### config.mk
export PLATFORM = sky130hd
export DESIGN_NAME = pipelined_add_sub
export DESIGN_NICKNAME = d
export VERILOG_FILES = /design/src/rtl/add_pkg.sv /design/src/rtl/add_slice.sv /design/src/rtl/pipelined_add_sub.sv
export SDC_FILE = /design/constraint.sdc
export NUM_CORES = 1
export LEC_CHECK = 0
export ABC_CLOCK_PERIOD_IN_PS = 6100
export BUFFER_PORTS_ARGS = -buffer_cell sky130_fd_sc_hd__buf_2
export CAP_MARGIN = 20
export CORE_MARGIN = 10
export CORE_UTILIZATION = 35
export DETAILED_ROUTE_END_ITERATION = 8
export PLACE_DENSITY = 0.49
export SLEW_MARGIN = 20
export SYNTH_ARGS = -nofsm -noshare
export SYNTH_HDL_FRONTEND = slang
export SYNTH_SLANG_ARGS = --single-unit
export TNS_END_PERCENT = 20
### constraint.sdc
create_clock -name clk -period 6.1 [get_ports clk]
set_input_delay 1.22 -clock clk [delete_from_list [all_inputs] [get_ports clk]]
set_output_delay 1.22 -clock clk [all_outputs]
set_load 0.02 [all_outputs]
### src/rtl/add_pkg.sv
// Shared definitions for the pipelined adder/subtractor: opcode encodings and
// helpers that derive and validate the per-stage slice geometry.
package add_pkg;

  localparam logic OP_ADD = 1'b0;
  localparam logic OP_SUB = 1'b1;

  function automatic int chunk_width(input int width, input int stages);
    return width / stages;
  endfunction

  function automatic bit geometry_ok(input int width, input int stages);
    return (stages >= 1) && (stages <= width) && ((width % stages) == 0);
  endfunction

endpackage

### src/rtl/add_slice.sv
// Combinational ripple of full-adder cells covering one CHUNK-bit slice.
// Also exposes the carry into the top bit so the last slice can flag overflow.
module add_slice #(
  parameter int CHUNK = 8
) (
  input  logic [CHUNK-1:0] a,
  input  logic [CHUNK-1:0] b,
  input  logic             ci,
  output logic [CHUNK-1:0] s,
  output logic             co,
  output logic             c_msb_in
);

  logic [CHUNK:0] c;

  assign c[0] = ci;

  for (genvar gi = 0; gi < CHUNK; gi++) begin : g_fa
    assign s[gi]    = a[gi] ^ b[gi] ^ c[gi];
    assign c[gi+1]  = (a[gi] & b[gi]) | (c[gi] & (a[gi] ^ b[gi]));
  end

  assign co       = c[CHUNK];
  assign c_msb_in = c[CHUNK-1];

endmodule

### src/rtl/pipelined_add_sub.sv
// WIDTH-bit add/subtract split into STAGES carry-pipelined slices, with a
// single global advance so the whole pipe moves or holds as one unit.
module pipelined_add_sub
  import add_pkg::*;
#(
  parameter int WIDTH  = 32,
  parameter int STAGES = 4
) (
  input  logic             clk,
  input  logic             rst_n,
  input  logic             in_valid,
  output logic             in_ready,
  input  logic [WIDTH-1:0] a,
  input  logic [WIDTH-1:0] b,
  input  logic             cin,
  input  logic             sub,
  output logic             out_valid,
  input  logic             out_ready,
  output logic [WIDTH-1:0] sum,
  output logic             cout,
  output logic             ovf,
  output logic             zero
);

  localparam int CHUNK = chunk_width(WIDTH, STAGES);

  if (!geometry_ok(WIDTH, STAGES)) begin : g_bad_geometry
    $error("pipelined_add_sub: WIDTH must be a multiple of STAGES and 1 <= STAGES <= WIDTH");
  end

  logic adv;
  logic zero_reg;

  assign adv      = !out_valid || out_ready;
  assign in_ready = adv;

  for (genvar gi = 0; gi < STAGES; gi++) begin : g_stage
    localparam int RW = WIDTH - gi * CHUNK;   // operand bits not yet consumed
    localparam int SW = (gi + 1) * CHUNK;     // sum bits produced so far

    logic [RW-1:0]    op_a;
    logic [RW-1:0]    op_b;
    logic             ci;
    logic             vin;
    logic [CHUNK-1:0] s;
    logic             co;
    logic             cm;
    logic [SW-1:0]    sum_next;
    logic [SW-1:0]    sum_reg;
    logic             vld_reg;
    logic             c_reg;
    logic             ovf_reg;

    if (gi == 0) begin : g_head
      assign op_a     = a;
      assign op_b     = (sub == OP_SUB) ? ~b : b;
      assign ci       = (sub == OP_SUB) ? 1'b1 : cin;
      assign vin      = in_valid;
      assign sum_next = s;
    end else begin : g_body
      assign op_a     = g_stage[gi-1].g_fwd.a_reg;
      assign op_b     = g_stage[gi-1].g_fwd.b_reg;
      assign ci       = g_stage[gi-1].c_reg;
      assign vin      = g_stage[gi-1].vld_reg;
      assign sum_next = {s, g_stage[gi-1].sum_reg};
    end

    add_slice #(.CHUNK(CHUNK)) u_slice (
      .a        (op_a[CHUNK-1:0]),
      .b        (op_b[CHUNK-1:0]),
      .ci       (ci),
      .s        (s),
      .co       (co),
      .c_msb_in (cm)
    );

    // ovf_reg is the signed overflow of the partial word; only the last
    // stage's copy spans the full width and drives the output flag.
    always_ff @(posedge clk or negedge rst_n) begin
      if (!rst_n) begin
        vld_reg <= 1'b0;
        c_reg   <= 1'b0;
        ovf_reg <= 1'b0;
        sum_reg <= '0;
      end else if (adv) begin
        vld_reg <= vin;
        c_reg   <= co;
        ovf_reg <= co ^ cm;
        sum_reg <= sum_next;
      end
    end

    if (gi < STAGES - 1) begin : g_fwd
      logic [RW-CHUNK-1:0] a_reg;
      logic [RW-CHUNK-1:0] b_reg;

      always_ff @(posedge clk or negedge rst_n) begin
        if (!rst_n) begin
          a_reg <= '0;
          b_reg <= '0;
        end else if (adv) begin
          a_reg <= op_a[RW-1:CHUNK];
          b_reg <= op_b[RW-1:CHUNK];
        end
      end
    end
  end

  always_ff @(posedge clk or negedge rst_n) begin
    if (!rst_n) begin
      zero_reg <= 1'b0;
    end else if (adv) begin
      zero_reg <= (g_stage[STAGES-1].sum_next == '0);
    end
  end

  assign out_valid = g_stage[STAGES-1].vld_reg;
  assign sum       = g_stage[STAGES-1].sum_reg;
  assign cout      = g_stage[STAGES-1].c_reg;
  assign ovf       = g_stage[STAGES-1].ovf_reg;
  assign zero      = zero_reg;

endmodule

# After elaboration in Yosys (flattened, before gate mapping)
# Cells that the tools add are included.
[totals]
reg_bits = 186
input_bits = 70
out_inout_bits = 37
wordCells = 187
[op_classes]
n_mux = 2
n_bitwise = 162
n_reduce_logical = 3
[ops]
columns = ["cell", "count"]
rows = [
  ["bitwise XOR 1 bit", 65],
  ["bitwise AND 1 bit", 64],
  ["zero test 32 bit", 1],
  ["two-way mux 32 bit", 1],
  ["inverter 32 bit", 1],
  ["bitwise OR 1 bit", 32],
  ["zero test 1 bit", 1],
  ["logical OR 1 bit", 1],
  ["two-way mux 1 bit", 1],
]

# Depth between registers and ports, before layout
[logic_depth]
ltp_word = 19
mapped_depth = 15
mapped_depth_nobuf = 14

# By module
# From an unflattened synthesis, not the netlist that was laid out.
[hier_totals]
hier_cells = 879
area_unflattened_um2 = 8192.9
[modules_own_cells]
columns = ["module", "n_inst", "cells_each", "area_per_inst_um2", "seq_area_each_um2"]
rows = [
  ["pipelined_add_sub", 1, 807, 7402.1, 4654.5],
  ["add_slice", 4, 18, 197.7, 0.0],
]

# Worst setup path before layout
# No wires, ideal clock.
[synth_timing]
kind = "input to register"
from = "input sub"
to = "register g_stage[0].sum_reg[7]"
setup_time_ns = 0.116
arrival_time_ns = 4.786
required_time_ns = 5.984
setup_slack_ns = 1.198
cell_stages = 15
path_buffers = 2
cell_sequence = "buf_2 > buf_4 > xor2_1 > fa_1 > fa_1 > inv_1 > fa_1 > fa_1 > fa_1 > fa_1 > fa_1 > inv_1 > fa_1 > nand2_1 > nand2_1"
[synth_via]
elab_chain_len = 17
word_cells_on_any_way = 32
classes_between = "mux (2); bitwise (30)"
[synth_lines]
columns = ["item", "line", "text"]
rows = [
  ["from (decl)", "pipelined_add_sub.sv:16", "input logic sub,"],
  ["two-way mux 32 bit", "pipelined_add_sub.sv:56", "assign op_b = (sub == OP_SUB) ? ~b : b;"],
  ["bitwise XOR 1 bit", "add_slice.sv:20", "assign c[gi+1] = (a[gi] & b[gi]) | (c[gi] & (a[gi] ^ b[gi]));"],
  ["bitwise AND 1 bit", "add_slice.sv:20", ""],
  ["bitwise OR 1 bit", "add_slice.sv:20", ""],
  ["bitwise AND 1 bit", "add_slice.sv:20", ""],
  ["bitwise OR 1 bit", "add_slice.sv:20", ""],
  ["bitwise AND 1 bit", "add_slice.sv:20", ""],
  ["bitwise OR 1 bit", "add_slice.sv:20", ""],
  ["(+2 left out)", "-", ""],
  ["bitwise AND 1 bit", "add_slice.sv:20", ""],
  ["bitwise OR 1 bit", "add_slice.sv:20", ""],
  ["bitwise AND 1 bit", "add_slice.sv:20", ""],
  ["bitwise OR 1 bit", "add_slice.sv:20", ""],
  ["bitwise AND 1 bit", "add_slice.sv:20", ""],
  ["bitwise OR 1 bit", "add_slice.sv:20", ""],
  ["bitwise XOR 1 bit (*)", "add_slice.sv:19", "assign s[gi] = a[gi] ^ b[gi] ^ c[gi];"],
  ["net g_stage[0].s[7]", "pipelined_add_sub.sv:45", "logic [CHUNK-1:0] s;"],
  ["to (signal assigned)", "pipelined_add_sub.sv:89", "sum_reg <= sum_next;"],
  ["to (decl)", "pipelined_add_sub.sv:49", "logic [SW-1:0] sum_reg;"],
]
# Mark *: on every way through the listed nets, which the timed path passes. The rest lies on a longest branch.
# A chain may end at the register's enable or synchronous reset.

# Worst setup path after layout
# Ends and elaborated chain as after synthesis.

==> flow_summary.ini <==
[synthesis]
seq_area_frac_synth_pct = 57.8
synth_flop_cell = dfrtp_1
synth.avg_cell_area_um2 = 9.55
ys_async_sr_fraction_pct = 100
yosysTopAreaCell = dfrtp_1
synth.most_common_cell = nand2_1
synth.net_count = 945
ys_types = 22
yosysWarnings = 0
synth_edf_count = 0
synth_top_cell_area_share_pct = 57.8
ys_top_cells_by_area = dfrtp_1 (58%), nand2_1 (21%), fa_1 (8.0%)
synth_common_cells = nand2_1 (440), dfrtp_1 (186), o21ai_0 (34), fa_1 (32), inv_1 (28)
synthCells = 843
post_synth_instance_area_um2 = 8050
synth_seq_cells = 186

[global_routing]
grt_util_all_layers_pct = 12.6
grt_max_degree = 114
grt_pass1_vias = 5509
antenna_found_initial = 0
grt_pass1_wl_mm = 29.4
grt_overflow = 0

[power_and_ir_drop]
pwr-share-clk_pct = 22.9
sw_frac_of_total_pct = 37.9
ir_worst_vdd_v = 0.000221
comb_power_share_pct = 34.2
netSwitchingPower_mw = 1.87
internal_power_mw = 3.07
p_seq_share_pct = 42.9
p_leak_nw = 4.81
p_per_area_nw_per_um2 = 530

[critical_path]
worstPathCellList = buf_2 -> xor2_1 -> fa_1 -> fa_1 -> inv_1 -> fa_1 -> fa_1 -> fa_1 -> fa_1 -> fa_1 -> inv_1 -> fa_1 -> nand2_1 -> nand2_1
start_kind = primary input
critPathMaxFanout = 4
crit_buf_inv = 3
crit_top_cell = fa_1
slowest_stage = fa_1
arrival_ns = 4.75
path_class = primary input to flip-flop
end_kind = flip-flop
critPathTopFamily = adder cells
worst_ep_required_time_ns = 6.41
critPathMaxStageDelay_ns = 0.43

[timing]
worst_slack_ns = 1.66
rsz0062_at_grt = no
period_minus_slack_ns = 4.44
clock_skew_ns = 0.0118
setup_viol_count_final = 0
tightestPinTransition_ns = 0.848
fin_crit_sh_pct = 72.7
fin_tns_setup_ns = 0
hold_violations = 0
slew_viol_final = 0
slew_headroom_pct = 43.4
clock.fmax_mhz = 225

[floorplan]
die_height_um = 172
core-area_um2 = 22600
die_x_um = 172
dieArea_um2 = 29500
rows = 55
start_util_pct = 35.6
pin_count = 107

[clock_tree]
cts.sinks = 186
numCtsBuffers = 17
cts_max_path_buffers = 2
cts_tree = yes
cts-root-buf = clkbuf_16
cts_resized = 0
htree_levels = 4
worstSkewPairLatency_ns = 0.43
clkTransAtPathRegs_ns = 0.07
cts_setup_buffers = 0
ctsHoldBuffers = 0

[drt]
drt_iter0_drc = 329
vias = 5270
ant_nets = 0
drtPass1Iterations = 6
wirelength_mm = 17.5
avgViaCountPerCell = 4.30
drt-wirelength-per-cell_um = 14.3
drc_errors = 0

[hold_path]
hold_class = flip-flop to flip-flop

[cells_and_area]
final_core_utilization_pct = 41.2
syn_to_final_growth_pct = 15.9
n_antenna_cell = 0
nNetsFinal = 1031
fin_area_um2 = 9330
drive_gt1_share_pct = 16.2

[placed_design]
hpwlAfterDp_mm = 11.7
dpl-instance-area_um2 = 8720
place.gp.congestion = 0.728
post-place-ws_ns = 1.17
io_buffers = 106

[run_status]
outcome = complete, no violations

[job]
maxCapViolations = 0
-- cell type report --
class,instances,area [um^2]
Clock inverter,8,108
Timing Repair Buffer,112,588
Sequential cell,186,4650
Tap cell,285,357
Multi-Input combinational cell,583,3010
Clock buffer,23,498
Inverter,29,114
Fill cell,2291,13300
-- cells by family (layout without fill, tap and decap cells) --
kind of cell	Yosys count	after routing	share of synthesized area (%)
AO/OA/AOI/OAI	50	50	3.47
XOR/XNOR	33	33	3.59
adder cells (fa/ha/maj)	32	32	7.96
buffers and inverters	74	172	4.85
flip-flops	186	186	57.8
AND/OR/NAND/NOR	468	468	22.3
-- cells in the final DEF, fill, tap and decap left out --
cell type   count
nor2b_4         1
dfrtp_1       186
nor4b_1         2
inv_1          28
nand2_1       440
o31ai_1         1
buf_6           1
xnor2_1        27
fa_1           32
nor2_1         15
clkinv_2        1
a21oi_2         7
bufinv_16       2
inv_6           3
a21oi_1         8
nor4_1          6
buf_4           5
clkinvlp_4      1
xor2_1          6
clkinv_4        2
nand4_1         2
o21ai_0        34
clkbuf_8        6
clkbuf_1        1
buf_2         105
nand2b_1        1
or2_2           1
clkbuf_16      17
-- metrics by stage --
step	power, mW	hold WS (ns)	std cells
2_1_floorplan	3.30	0.430	843
3_3_place_gp	3.82	0.444	1195
3_5_place_dp	3.88	0.450	1195
4_1_cts	5.03	0.466	1226
5_1_grt	5.39	0.474	1226
6_report	4.94	0.457	1226
-- per-layer routing --
metal | global-route usage (%) | up-vias | share of wire [%]
li1 | - | 2739 | -
met1 | 19.1 | 2423 | 55
met2 | 16.9 | 90 | 40
met3 | 2.84 | 18 | 3.4
met4 | 4.76 | 0 | 1.8
met5 | 0 | - | 0
-- power by group through the flow --
stage | clock network [mW] | registers (mW) | logic, mW
after CTS | 1.17 | 2.13 | 1.73
after global placement | 0 | 2.13 | 1.69
after global routing | 1.22 | 2.21 | 1.97
final | 1.13 | 2.12 | 1.69
after detailed placement | 0 | 2.15 | 1.73
after floorplan | 0 | 2.20 | 1.10
-- worst paths after layout --
check	slack (ns)	startpoint	depth (start not counted)	to
max	1.66	sub	14	g_stage[0].sum_reg[7]
min in group asynchronous	0.84	rst_n	1	g_stage[0].vld_reg
min	0.46	sum[24]	2	sum[24]
max in group asynchronous	4.09	rst_n	2	g_stage[2].sum_reg[18]
min reg2reg	0.46	sum[24]	2	sum[24]
max reg2reg	2.01	g_stage[2].c_reg	14	zero
-- worst reg2reg max path, delay by kind of cell, from the launching register on --
| kind | cells | cell delay, ns |
|---|---|---|
| AO/OA/AOI/OAI | 1 | 0.25 |
| adder cells (fa/ha/maj) | 8 | 2.73 |
| buffers and inverters | 3 | 0.21 |
| flip-flops | 1 | 0.40 |
| AND/OR/NAND/NOR | 2 | 0.41 |
No activity file was read; power rests on OpenSTA's default activity.
